**src/rtl/mem_arb_pkg.sv**
```systemverilog
// Shared definitions for the two-port memory arbiter: ownership states and
// requester identifiers.
package mem_arb_pkg;

  typedef enum logic [1:0] {
    FREE = 2'b00,
    OWN0 = 2'b01,
    OWN1 = 2'b10
  } own_state_e;

  localparam logic REQ0 = 1'b0;
  localparam logic REQ1 = 1'b1;

  // Ownership state that a locked acceptance by req_id moves into.
  function automatic own_state_e own_state_for(input logic req_id);
    return (req_id == REQ1) ? OWN1 : OWN0;
  endfunction

endpackage

```
**src/rtl/mem_port_arbiter_rr_grant2.sv**
```systemverilog
// Combinational 2-way grant: a locked owner keeps the port while it is valid,
// otherwise round-robin on last_winner.
module rr_grant2
  import mem_arb_pkg::*;
(
  input  logic [1:0] valid,
  input  logic       last_winner,
  input  own_state_e state,
  output logic [1:0] grant
);

  always_comb begin
    grant = 2'b00;
    if ((state == OWN0) && valid[REQ0]) begin
      grant = 2'b01;
    end else if ((state == OWN1) && valid[REQ1]) begin
      grant = 2'b10;
    end else if (valid == 2'b11) begin
      // Contention: the requester that did not win last time goes first.
      grant = (last_winner == REQ0) ? 2'b10 : 2'b01;
    end else begin
      grant = valid;
    end
  end

endmodule

```
**src/rtl/mem_port_arbiter.sv**
```systemverilog
// Arbitrates the single-port data memory between the load/store unit (rq0)
// and the debug/loader port (rq1); read data returns one cycle after accept.
module mem_port_arbiter
  import mem_arb_pkg::*;
#(
  parameter int DATA_WIDTH = 32,
  parameter int ADDR_WIDTH = 5
) (
  input  logic                  clk,
  input  logic                  rst_n,
  input  logic                  rq0_valid,
  output logic                  rq0_ready,
  input  logic                  rq0_write,
  input  logic                  rq0_lock,
  input  logic [ADDR_WIDTH-1:0] rq0_addr,
  input  logic [DATA_WIDTH-1:0] rq0_wdata,
  output logic                  rs0_valid,
  output logic [DATA_WIDTH-1:0] rs0_rdata,
  input  logic                  rq1_valid,
  output logic                  rq1_ready,
  input  logic                  rq1_write,
  input  logic                  rq1_lock,
  input  logic [ADDR_WIDTH-1:0] rq1_addr,
  input  logic [DATA_WIDTH-1:0] rq1_wdata,
  output logic                  rs1_valid,
  output logic [DATA_WIDTH-1:0] rs1_rdata,
  output logic                  mem_write,
  output logic [ADDR_WIDTH-1:0] mem_addr,
  output logic [DATA_WIDTH-1:0] mem_wdata,
  input  logic [DATA_WIDTH-1:0] mem_rdata
);

  own_state_e            state_q, state_d;
  logic                  last_winner_q, last_winner_d;
  logic [1:0]            raw_grant;
  logic [1:0]            gnt;
  logic                  accept;
  logic                  win_id;
  logic                  win_lock;
  logic                  win_write;

  logic                  rs0_vld_p1_q, rs0_vld_p1_d;
  logic                  rs1_vld_p1_q, rs1_vld_p1_d;
  logic [DATA_WIDTH-1:0] rs0_data_p1_q, rs0_data_p1_d;
  logic [DATA_WIDTH-1:0] rs1_data_p1_q, rs1_data_p1_d;

  rr_grant2 u_rr_grant2 (
    .valid       ({rq1_valid, rq0_valid}),
    .last_winner (last_winner_q),
    .state       (state_q),
    .grant       (raw_grant)
  );

  always_ff @(posedge clk or negedge rst_n) begin
    if (!rst_n) begin
      state_q       <= FREE;
      last_winner_q <= REQ1;
    end else begin
      state_q       <= state_d;
      last_winner_q <= last_winner_d;
    end
  end

  // Ownership only survives a cycle in which the owner was accepted with lock.
  always_comb begin
    state_d       = FREE;
    last_winner_d = last_winner_q;
    if (accept) begin
      last_winner_d = win_id;
      state_d       = win_lock ? own_state_for(win_id) : FREE;
    end
  end

  // Grants are suppressed while reset is held so nothing reaches the memory.
  always_comb begin
    gnt       = raw_grant & {2{rst_n}};
    accept    = |gnt;
    win_id    = gnt[REQ1] ? REQ1 : REQ0;
    win_lock  = (win_id == REQ1) ? rq1_lock  : rq0_lock;
    win_write = (win_id == REQ1) ? rq1_write : rq0_write;
    rq0_ready = gnt[REQ0];
    rq1_ready = gnt[REQ1];
    mem_write = accept & win_write;
    mem_addr  = gnt[REQ1] ? rq1_addr : rq0_addr;
    mem_wdata = '0;
    if (gnt[REQ0]) begin
      mem_wdata = rq0_wdata;
    end else if (gnt[REQ1]) begin
      mem_wdata = rq1_wdata;
    end
  end

  // ---- p0 -> p1: capture combinational read data at the accept edge ----
  always_comb begin
    rs0_vld_p1_d  = gnt[REQ0] & ~rq0_write;
    rs1_vld_p1_d  = gnt[REQ1] & ~rq1_write;
    rs0_data_p1_d = rs0_vld_p1_d ? mem_rdata : rs0_data_p1_q;
    rs1_data_p1_d = rs1_vld_p1_d ? mem_rdata : rs1_data_p1_q;
  end

  always_ff @(posedge clk or negedge rst_n) begin
    if (!rst_n) begin
      rs0_vld_p1_q  <= 1'b0;
      rs1_vld_p1_q  <= 1'b0;
      rs0_data_p1_q <= '0;
      rs1_data_p1_q <= '0;
    end else begin
      rs0_vld_p1_q  <= rs0_vld_p1_d;
      rs1_vld_p1_q  <= rs1_vld_p1_d;
      rs0_data_p1_q <= rs0_data_p1_d;
      rs1_data_p1_q <= rs1_data_p1_d;
    end
  end

  assign rs0_valid = rs0_vld_p1_q;
  assign rs1_valid = rs1_vld_p1_q;
  assign rs0_rdata = rs0_data_p1_q;
  assign rs1_rdata = rs1_data_p1_q;

endmodule
```
**config.mk**
```make
export PLATFORM = sky130hd
export DESIGN_NAME = mem_port_arbiter
export DESIGN_NICKNAME = d
export VERILOG_FILES = /design/src/rtl/mem_arb_pkg.sv /design/src/rtl/mem_port_arbiter_rr_grant2.sv /design/src/rtl/mem_port_arbiter.sv
export SDC_FILE = /design/constraint.sdc
export NUM_CORES = 1
export LEC_CHECK = 0
export ABC_AREA = 1
export BUFFER_PORTS_ARGS = -buffer_cell sky130_fd_sc_hd__buf_4
export CAP_MARGIN = 25
export CORE_UTILIZATION = 40
export CTS_CLUSTER_SIZE = 10
export DETAILED_ROUTE_END_ITERATION = 16
export GPL_TIMING_DRIVEN = 0
export PLACE_DENSITY = 0.86
export SKIP_LAST_GASP = 1
export SLEW_MARGIN = 25
export SYNTH_ARGS = -nofsm -noshare
export SYNTH_HDL_FRONTEND = slang
export SYNTH_HIERARCHICAL = 1
export SYNTH_SLANG_ARGS = --single-unit
```
**constraint.sdc**
```tcl
create_clock -name clk -period 3 [get_ports clk]
set_input_delay 0 -clock clk [delete_from_list [all_inputs] [get_ports clk]]
set_output_delay 0 -clock clk [all_outputs]
set_load 0.01 [all_outputs]
```
Yosys cells after proc, flatten, opt, wreduce, memory -nomap -nowiden --
Cells that the tools add are included.
Operators by class: equality and inequality tests 3, mux-type cells 13, bitwise operators 6, reductions and logical operators 3
Operators by type and width (number):
- $mux W32 | 2
- $mux W2 | 7
- $mux W5 | 1
- $eq A2 B2 Y1 const B | 2
- $and A1 B1 Y1 | 3
- $mux W1 | 3
- $and A2 B2 Y2 | 1
- $eq A2 B1 Y1 const B | 1
- $logic_and A1 B1 Y1 | 2
- $not A1 Y1 | 2
- $reduce_or A2 Y1 | 1
Storage, ports and cells: flip-flop bits (word level) 69, input port bits 114, output and inout port bits 106, logic and storage cells 31

Logic depth before layout (Yosys ltp) --
Gate-level depths: netlist of the first run.
depth after elaboration 9, gate-level depth with buffers 10, gate-level depth less buffers 8

Hierarchy --
Netlist of the first run, hierarchy kept.
Modules (own cells, without submodules):
- mem_port_arbiter | times used 1, cells each 428, area an instance 3320.7 µm², sequential area each 1727.9 µm²
- rr_grant2 | times used 1, cells each 12, area an instance 55.1 µm², sequential area each 0.0 µm²

Least setup slack after synthesis of the first run --
No wires, ideal clock.
kind reg-to-reg, start reg last_winner_q, end reg rs0_data_p1_q[0], in the netlist rs0_rdata[0], setup time 0.117 ns, arrival time 1.300 ns, data required time 2.883 ns, setup slack 1.583 ns, stages on the path, launching flop included 10, buffers on the path 2, clock period less this slack 1.417 ns, path through dfstp_2 inv_1 nand2_1 nand3_1 nand2_1 buf_2 nand3_1 buf_2 nand2_1 nand2_1
Between the ends: cells in the longest elaborated chain, start to end 6
RTL lines:
- start, declared | line mem_port_arbiter.sv:34 | logic last_winner_q, last_winner_d;
- start signal, assigned | line mem_port_arbiter.sv:60 | last_winner_q <= last_winner_d;
- $mux W2 | line mem_port_arbiter_rr_grant2.sv:20 | grant = (last_winner == REQ0) ? 2'b10 : 2'b01;
- $mux W2 | line mem_port_arbiter_rr_grant2.sv:18 | end else if (valid == 2'b11) begin
- $mux W2 | line mem_port_arbiter_rr_grant2.sv:16 | end else if ((state == OWN1) && valid[REQ1]) begin
- $mux W2 | line mem_port_arbiter_rr_grant2.sv:14 | if ((state == OWN0) && valid[REQ0]) begin
- named net raw_grant[0] | line mem_port_arbiter.sv:35 | logic [1:0] raw_grant;
- $and A2 B2 Y2 | line mem_port_arbiter.sv:76 | gnt = raw_grant & {2{rst_n}};
- $and A1 B1 Y1 | line mem_port_arbiter.sv:95 | rs0_vld_p1_d = gnt[REQ0] & ~rq0_write;
- end signal, assigned | line mem_port_arbiter.sv:110 | rs0_data_p1_q <= rs0_data_p1_d;
- end, declared | line mem_port_arbiter.sv:44 | logic [DATA_WIDTH-1:0] rs0_data_p1_q, rs0_data_p1_d;
The timed path passes the listed nets, and every way through them passes these cells. A chain may end at the register's enable or synchronous reset.

Final worst setup path of the first run --
start in rst_n, end out mem_wdata[13]
Between the ends: cells in the longest elaborated chain, start to end 3
RTL lines:
- start, declared | line mem_port_arbiter.sv:10 | input logic rst_n,
- $and A2 B2 Y2 * | line mem_port_arbiter.sv:76
- $mux W32 | line mem_port_arbiter.sv:88 | end else if (gnt[REQ1]) begin
- $mux W32 * | line mem_port_arbiter.sv:86 | if (gnt[REQ0]) begin
- end, declared | line mem_port_arbiter.sv:29 | output logic [DATA_WIDTH-1:0] mem_wdata,
Every way passes the cells marked *; elsewhere a longest branch is shown, timed or not.

==> key figures, run 1 <==
Run status
  – Status: complete, no violations

Power
  – Peak supply drop: about 0.00021 V
  – PwrDens: 556 mW/mm²
  – Leakage: roughly 0.0031 µW

Timing
  – Min cycle time layout: between 2000 and 2500 ps
  – Slew Limit Fails: 0
  – RSZ-0062 raised after global routing: no
  – Max Clock Skew: between 7 and 8 ps
  – Final-report hold violation count: 0
  – Final cycle utilization of the critical path: 0.791
  – Total Neg Setup Slack: 0 ps
  – Slew at the pin closest to its max-slew limit: approximately 900 ps
  – Worst hold slack: 26.2 ps
  – F_max: ~420 MHz
  – Worst rel slew slack: 0.398
  – Endpoints failing setup: 0

Floorplanning
  – Chip Width: between 90 and 100 µm
  – CORE AREA: 0.00818 mm²
  – # rows: 33
  – DIE AREA: just under 0.009 mm²
  – Initial core utilization: 0.413
  – Top-Level Pins: 220
  – DIE HEIGHT: roughly 94 µm

GRT
  – Initial antenna violation count: 0
  – Largest net degree at the start of global routing: between 70 and 80
  – Gr usage total: 0.281
  – GRT overflow: 0
  – Via count of the first global-routing pass: 4070
  – Global-route wire length before repair: 19000 µm

Final layout
  – Commonest non-fill, non-tap cell in the layout: buf_4
  – Nets: between 800 and 900
  – Most frequent cells in the layout: buf_4, nand2_1, dfrtp_1
  – Layout area overhead: 69.1%
  – Fillers: about 620
  – Post-route core utilization: 0.698
  – Share of post-route cells with drive strength above 1: 0.368
  – Finished Cell Area: approximately 0.0057 mm²
  – ANT cells: 0

Worst setup path
  – Reg2reg setup slack: between 1000 and 1500 ps
  – Critical Path AT: about 2400 ps
  – R2r endpoint: rs0_rdata[24]$_DFFE_PN0P_
  – R2R depth: 9
  – Worst Setup Path Type: input pin to output port
  – Worst-path maximum fanout: 75
  – Crit start category: input pin
  – Worst EP required: ~3000 ps
  – Reg-to-Reg Start: last_winner_q$_DFFE_PN1P_
  – Crit path from: rst_n
  – Crit end category: output port

Drt
  – DRC viols: 0
  – DRT iter0 DRCs: approximately 170
  – WL per Instance: roughly 15 µm
  – Vias per cell: between 5 and 6
  – DRT Pass-1 Iters: 4
  – Routed WL: ~12000 µm
  – Detail Route Antenna Nets: 0
  – Total via count in the routed design: approximately 4200

Clock tree
  – # Post-CTS Setup Buffers: 0
  – Hold_buf cts: 36
  – CTS Buffer Depth: 2
  – Total CTS buffers: 9
  – Worst-Skew Late Latency: between 300 and 400 ps
  – TritonCTS clock tree: done
  – Clk sinks: slightly below 70
  – H-tree levels: 3
  – Root buffer cell: clkbuf_8
  – Clock transition at path regs: ~80 ps
  – Post-cts sizing count: 0

Min path
  – Min-Delay Path Depth: 4
  – Hold Path Class: input pin to flop
  – Hold wc startpoint: rq0_write
  – Hold Path Sink: rs0_rdata[18]$_DFFE_PN0P_

Place
  – DP HPWL: roughly 9000 µm
  – Port bufs: approximately 220
  – GP Congestion: 0.861
  – Area of placed instances: approximately 0.0052 mm²

Yosys
  – Synth Net Count: 554
  – Largest cells by area after synthesis: dfrtp_1, nand2_1, nand4_1
  – Synth Instances: 440
  – Mapped Area: between 0.003 and 0.004 mm²
  – Syn avg cell area: 7.67 µm²
  – Sequential cell area fraction in the yosys report: 0.512
  – Top cell type by total area after synthesis: dfrtp_1
  – Synth unique cells: 17
  – Top cell type's share of synthesized area: 0.504
  – Ys Warns: 6
  – Flop and latch count out of synthesis: about 70

Run
  – Number of max-cap violations: 0
worst max-delay path by stage:
stage | to | slack (ps) | depth (start not counted)
finish | mem_wdata[13] | 630 | 6
global route | mem_wdata[27] | 340 | 6
CTS | mem_wdata[13] | 540 | 6
detailed placement | mem_wdata[13] | 1100 | 5
global placement | mem_wdata[21] | 1150 | 8
floorplan | rs0_rdata[0]$_DFFE_PN0P_ | 1580 | 9
kinds of logic after synthesis:
kind of cell	after synthesis	share of synthesized area
compound gates	34	0.0504
buf+inv	47	0.0641
flops	69	0.512
simple gates	290	0.374
metal layers:
metal,GRT usage,share of wire,vias up
li1,-,-,1986
met4,0.118,0.034,0
met5,0,0,-
met2,0.513,0.52,226
met1,0.307,0.37,1949
met3,0.0704,0.071,40
flip-flops by register name, indices dropped and copies added, names as in the netlist:
signal / flops
rs0_rdata: 32
state_q: 2
last_winner_q: 1
rs0_valid: 1
rs1_valid: 1
rs1_rdata: 32
stage by stage:
step	total power (µW)	worst slack, ps	std cells
4_1_cts	3170	538	816
2_1_floorplan	1720	1580	440
5_1_grt	3360	343	816
6_report	3180	628	816
3_5_place_dp	2380	1100	764
3_3_place_gp	2340	1150	764
synthesized netlist by cell type (all sizes together):
cell and n:
dfstp 1, nand2 216, inv 10, clkbuf 14, o21ai 32, a21oi 2
nand4 64, dfrtp 68, nor2 4, buf 23, nand3 6
critical path, stage by stage:
cell and delay [ps]:
dlygate4sd3_1 520, buf_4 700, nand2_1 350, clkbuf_2 270, o21ai_0 310, buf_4 190
layout make-up:
class	instances	area, µm²	share of cell area
plain buffers	37	179	0.0313
clock buffers	9	124	0.0217
clock inverters	7	73.8	0.0129
inverters	10	37.5	0.00657
multi-input cells	324	1430	0.251
flip-flops and latches	69	1730	0.303
well taps	105	131	0.0230
repair buffers	255	2000	0.351
where the power goes:
part / leakage [µW] / switching (µW) / total [µW] / internal, µW
registers: 0.000865 / 131 / 1280 / 1150
clock network: 0.0000996 / 377 / 763 / 386
logic: 0.00218 / 570 / 1140 / 567
Note: power is estimated with default switching activity, not from simulation.
==> inputs of run 2 (changes only) <==
clock period = 2.4 ns   (was 3 ns; I/O delays follow)
==> key figures, run 2 (same netlist as run 1, synthesis figures left out) <==
Timing
  – Min cycle time layout: between 2000 and 2500 ps
  – Total Neg Setup Slack: 0 ps
  – Worst rel slew slack: 0.405
  – Slew at the pin closest to its max-slew limit: around 890 ps
  – Endpoints failing setup: 0
  – Final cycle utilization of the critical path: 0.909
  – Final-report hold violation count: 68
  – F_max: approximately 460 MHz
  – RSZ-0062 raised after global routing: no
  – Max Clock Skew: 6.52 ps
  – Worst hold slack: -240 ps
  – Slew Limit Fails: 0

Final layout
  – Nets: approximately 820
  – ANT cells: 0
  – Fillers: 625
  – Most frequent cells in the layout: buf_4, nand2_1, dfrtp_1
  – Non-Filler Instances: just over 800
  – Commonest non-fill, non-tap cell in the layout: buf_4
  – Share of post-route cells with drive strength above 1: 0.370
  – Layout area overhead: 68.9%
  – Finished Cell Area: 0.00570 mm²

Worst setup path
  – Crit path max-delay cell type: dfstp_2
  – Crit start category: flop
  – R2r endpoint: rs0_rdata[24]$_DFFE_PN0P_
  – Worst-path maximum fanout: 10
  – Most frequent cell on the critical path: nand2_1
  – Crit end category: output port
  – Worst setup path end: mem_wdata[13]
  – Worst EP required: 2400 ps
  – Worst Setup Path Type: flop to output port
  – Critical Path AT: 2180 ps
  – Crit path from: last_winner_q$_DFFE_PN1P_
  – Worst path cell trace: inv_1, nand2_1, nand3_1, nand2_1, buf_2, nand2_1, inv_2, buf_4, nand2_1, o21ai_0, buf_4
  – Largest stage delay, worst path: 540 ps
  – Reg-to-Reg Start: last_winner_q$_DFFE_PN1P_
  – R2R depth: 9
  – Reg2reg setup slack: between 600 and 700 ps

Floorplanning
  – Top-Level Pins: 220
  – CORE AREA: 0.00818 mm²
  – DIE HEIGHT: ~94 µm
  – DIE AREA: about 0.0088 mm²
  – Chip Width: between 90 and 100 µm
  – Initial core utilization: 0.413
  – # rows: 33

GRT
  – Initial antenna violation count: 0
  – Gr usage total: 0.281
  – Global-route wire length before repair: about 19000 µm
  – Via count of the first global-routing pass: 4070
  – Largest net degree at the start of global routing: 76
  – GRT overflow: 0

Drt
  – DRT iter0 DRCs: between 150 and 200
  – WL per Instance: 14.9 µm
  – Vias per cell: 5.17
  – Routed WL: between 10000 and 15000 µm
  – Total via count in the routed design: between 4000 and 5000
  – DRC viols: 0
  – Detail Route Antenna Nets: 0
  – DRT Pass-1 Iters: 4

Power
  – Combinational power share: 0.358
  – Clk pwr share: 0.240
  – PwrDens: 697 mW/mm²
  – Sw Share: 0.340
  – Leakage: 0.00314 µW
  – Net switching power: 1350 µW
  – PnR Total Power: around 4000 µW
  – Internal Power: approximately 2600 µW
  – Peak supply drop: approximately 0.00026 V
  – Seq pwr share: 0.402

Clock tree
  – Worst-Skew Late Latency: roughly 360 ps
  – Root buffer cell: clkbuf_8
  – TritonCTS clock tree: done
  – Clock transition at path regs: approximately 80 ps
  – H-tree levels: 3
  – Hold_buf cts: 35
  – CTS Buffer Depth: 2
  – Total CTS buffers: 9
  – Clk sinks: 69

Place
  – Port bufs: between 200 and 250
  – Area of placed instances: 0.00515 mm²
  – DP HPWL: approximately 9000 µm
  – GP Congestion: ~0.86
  – Placed Cells: 764

Run status
  – Failing checks: negative hold slack
  – Status: complete, but fails checks

Min path
  – Hold Path Class: input pin to asynchronous set/reset pin

Run
  – Number of max-cap violations: 0
==> run 2: worst min-delay path by stage <==
stage	start	cells past startpoint	to	slack, ps
finish	rst_n	1	rs0_valid$_DFF_PN0_	-240
global route	rst_n	1	rs0_rdata[14]$_DFFE_PN0P_	-160
CTS	rst_n	1	rs0_valid$_DFF_PN0_	-200
detailed placement	rst_n	1	rs0_valid$_DFF_PN0_	180
global placement	rst_n	1	rs0_valid$_DFF_PN0_	170
floorplan	rst_n	0	rs0_rdata[0]$_DFFE_PN0P_	-300
==> run 2: power by group through the flow <==
stage	Combinational, µW	Sequential [µW]	Clock, µW
after detailed placement	1370	1610	0
after global placement	1330	1600	0
after floorplan	430	1720	0
final	1420	1600	956
after global routing	1560	1620	1020
after CTS	1420	1590	955
==> run 2: metrics by stage <==
stage	hold slack, ps	utilization	worst slack (ps)
3_5_place_dp	179	0.630	500
3_3_place_gp	174	0.630	550
6_report	-240	0.697	219
5_1_grt	-162	0.697	51.5
4_1_cts	-199	0.697	104
2_1_floorplan	-296	-	983
==> run 2: final cells by class <==
class                      count  area [µm²]  area share
buffer                        37         180      0.0316
clock buffer                   9         124      0.0217
clock inverter                 7        73.8      0.0129
inverter                      10        37.5     0.00658
multi-input combinational    324        1430       0.251
sequential                    69        1730       0.303
tap                          105         131      0.0230
timing repair buffer         254        1990       0.350
==> run 2: worst max-delay path, delay by kind of cell, from the launching register on <==
| family | cells | cell delay (ps) |
|---|---|---|
| buffers and inverters | 5 | 790 |
| DFF | 1 | 540 |
| and+or+nand+nor | 5 | 350 |
| AOI/OAI and AO/OA | 1 | 120 |
==> run 2: per-layer routing <==
layer  GRT usage  part of all wire  up-vias
met2       0.514              0.53      220
met4       0.118             0.033        0
met3      0.0704             0.068       41
li1            -                 -     1985
met5           0                 0        -
met1       0.307              0.37     1966
==> run 2: repair_timing <==
item,4_1_cts,5_1_grt
setup buffers,0,0
resized for setup,0,2
setup endpoints to repair,0,8
hold endpoints to repair,135,68
==> inputs of run 3 (changes only) <==
BUFFER_PORTS_ARGS = unset   (was -buffer_cell sky130_fd_sc_hd__buf_4)
CORE_AREA = 2 2 86 88   (was unset)
CORE_UTILIZATION = unset   (was 40)
DIE_AREA = 0 0 88 90   (was unset)
DONT_BUFFER_PORTS = 1   (was unset)
PLACE_DENSITY = 0.72   (was 0.86)
==> key figures, run 3 (same netlist as run 1, synthesis figures left out) <==
Run status
  – Status: complete, but fails checks
  – Failing checks: negative hold slack

Clock tree
  – Worst-Skew Late Latency: 340 ps
  – Post-cts sizing count: 0
  – Total CTS buffers: 9
  – Clock transition at path regs: ~80 ps
  – Root buffer cell: clkbuf_8
  – H-tree levels: 3
  – TritonCTS clock tree: done
  – Clk sinks: between 60 and 70
  – CTS Buffer Depth: 2

Worst setup path
  – Worst-path maximum fanout: 10
  – Crit end category: output port
  – CP delay by family, top: compound AO/OA/AOI/OAI gates
  – Crit start category: flop
  – Reg2reg setup slack: roughly 700 ps
  – R2r endpoint: rs0_rdata[31]$_DFFE_PN0P_
  – Crit path max-delay cell type: o21ai_0
  – Largest stage delay, worst path: around 470 ps
  – Critical Path AT: ~2100 ps
  – Worst path cell trace: inv_1, a21oi_1, nor2_1, buf_2, nand2_1, clkbuf_2, o21ai_0
  – R2R depth: 9
  – Worst Setup Path Type: flop to output port
  – Crit path buffers/inverters: 3
  – Worst EP required: about 2400 ps
  – Reg-to-Reg Start: last_winner_q$_DFFE_PN1P_

Final layout
  – Fillers: 627
  – Area of the multi-input gates: 0.00143 mm²
  – Commonest non-fill, non-tap cell in the layout: nand2_1
  – Non-Filler Instances: 593
  – Finished Cell Area: approximately 0.004 mm²
  – Nets: approximately 600
  – Post-route core utilization: 0.585
  – Share of post-route cells with drive strength above 1: 0.0891
  – Layout area overhead: 21.6%
  – Register area: 0.00173 mm²
  – ANT cells: 0
  – Most frequent cells in the layout: nand2_1, dfrtp_1, nand4_1

Place
  – Placed Cells: around 540
  – DP HPWL: roughly 7400 µm
  – Pre-CTS setup slack: around 650 ps
  – Port bufs: 0
  – Area of placed instances: about 0.0035 mm²
  – GP Congestion: between 0.9 and 1

Min path
  – Hold Path Class: input pin to flop
  – Min-Delay Path Depth: 2
  – Hold Path Sink: rs1_valid$_DFF_PN0_
  – Hold wc startpoint: rst_n

GRT
  – Gr usage total: 0.262
  – GRT overflow: 0
  – Via count of the first global-routing pass: between 3000 and 4000
  – Global-route wire length before repair: approximately 16000 µm
  – Largest net degree at the start of global routing: between 70 and 80
  – Initial antenna violation count: 0

Drt
  – DRT iter0 DRCs: between 150 and 200
  – WL per Instance: around 17 µm
  – Detail Route Antenna Nets: 0
  – Total via count in the routed design: 3308
  – Routed WL: 10200 µm
  – DRT Pass-1 Iters: 4
  – Vias per cell: ~5.6
  – DRC viols: 0

Floorplanning
  – DIE AREA: ~0.0079 mm²
  – CORE AREA: 0.00702 mm²
  – Top-Level Pins: 220
  – # rows: 31
  – Initial core utilization: 0.481
  – Chip Width: between 80 and 90 µm
  – DIE HEIGHT: ~90 µm

Timing
  – Worst rel slew slack: 0.650
  – Total Neg Setup Slack: 0 ps
  – Endpoints failing setup: 0
  – Final-report hold violation count: 1
  – Min cycle time layout: 2100 ps
  – Worst hold slack: -6.83 ps
  – Max Clock Skew: between 9 and 10 ps
  – RSZ-0062 raised after global routing: no
  – Slew at the pin closest to its max-slew limit: between 500 and 600 ps
  – Slew Limit Fails: 0
  – Final cycle utilization of the critical path: 0.873
  – Setup ws final: 304 ps
  – F_max: around 480 MHz

Power
  – Leakage: 0.00209 µW
  – PwrDens: 821 mW/mm²
  – Peak supply drop: 0.000286 V

Run
  – Number of max-cap violations: 0
run 3: cell types whose count changed in the layout (fill, tap and decap cells not counted), sizes merged:
cell         before  now
clkinvlp          1    0
buf             242   24
clkbuf           23   25
dlygate4sd3      35   37
clkinv            4    3
run 3: metrics by stage:
stage,total power [µW],hold WS (ps)
6_report,3370,-6.83
5_1_grt,3580,23.0
4_1_cts,3390,7.75
3_5_place_dp,2320,-294
3_3_place_gp,2290,-294
2_1_floorplan,2150,-296
run 3: how the worst max path moves through the flow:
stage / cells past startpoint / start / end
after floorplan: 9 / last_winner_q$_DFFE_PN1P_ / rs0_rdata[0]$_DFFE_PN0P_
after global placement: 7 / state_q[0]$_DFF_PN0_ / mem_wdata[7]
after detailed placement: 7 / state_q[0]$_DFF_PN0_ / mem_wdata[7]
after CTS: 7 / state_q[0]$_DFF_PN0_ / mem_wdata[7]
after global routing: 7 / state_q[0]$_DFF_PN0_ / mem_wdata[7]
final: 7 / state_q[0]$_DFF_PN0_ / mem_wdata[7]
run 3: timing repair:
item | in CTS | in global routing
hold endpoints to repair | 137 | 0
hold buffers | 38 | 0
setup buffers | 0 | 0
endpoints found under the setup margin | 0 | 0
run 3: layout make-up:
cell class	count	share of cell area
buffer	37	0.0436
clock buffer	11	0.0369
clock inverter	5	0.0140
inverter	10	0.00914
multi-input combinational	324	0.349
sequential	69	0.421
tap	99	0.0302
timing repair buffer	38	0.0969
run 3: metal layers:
metal	GRT usage	up-vias	wire, µm
li1	-	1553	-
met1	0.301	1545	3720
met2	0.449	178	5250
met5	0	-	0
met4	0.132	0	348
met3	0.0588	32	904
run 3: power by group:
part | leakage (µW) | total [µW] | switching (µW) | internal (µW)
Sequential | 0.000865 | 1770 | 338 | 1430
Combinational | 0.00111 | 616 | 397 | 219
Clock | 0.000110 | 986 | 448 | 539
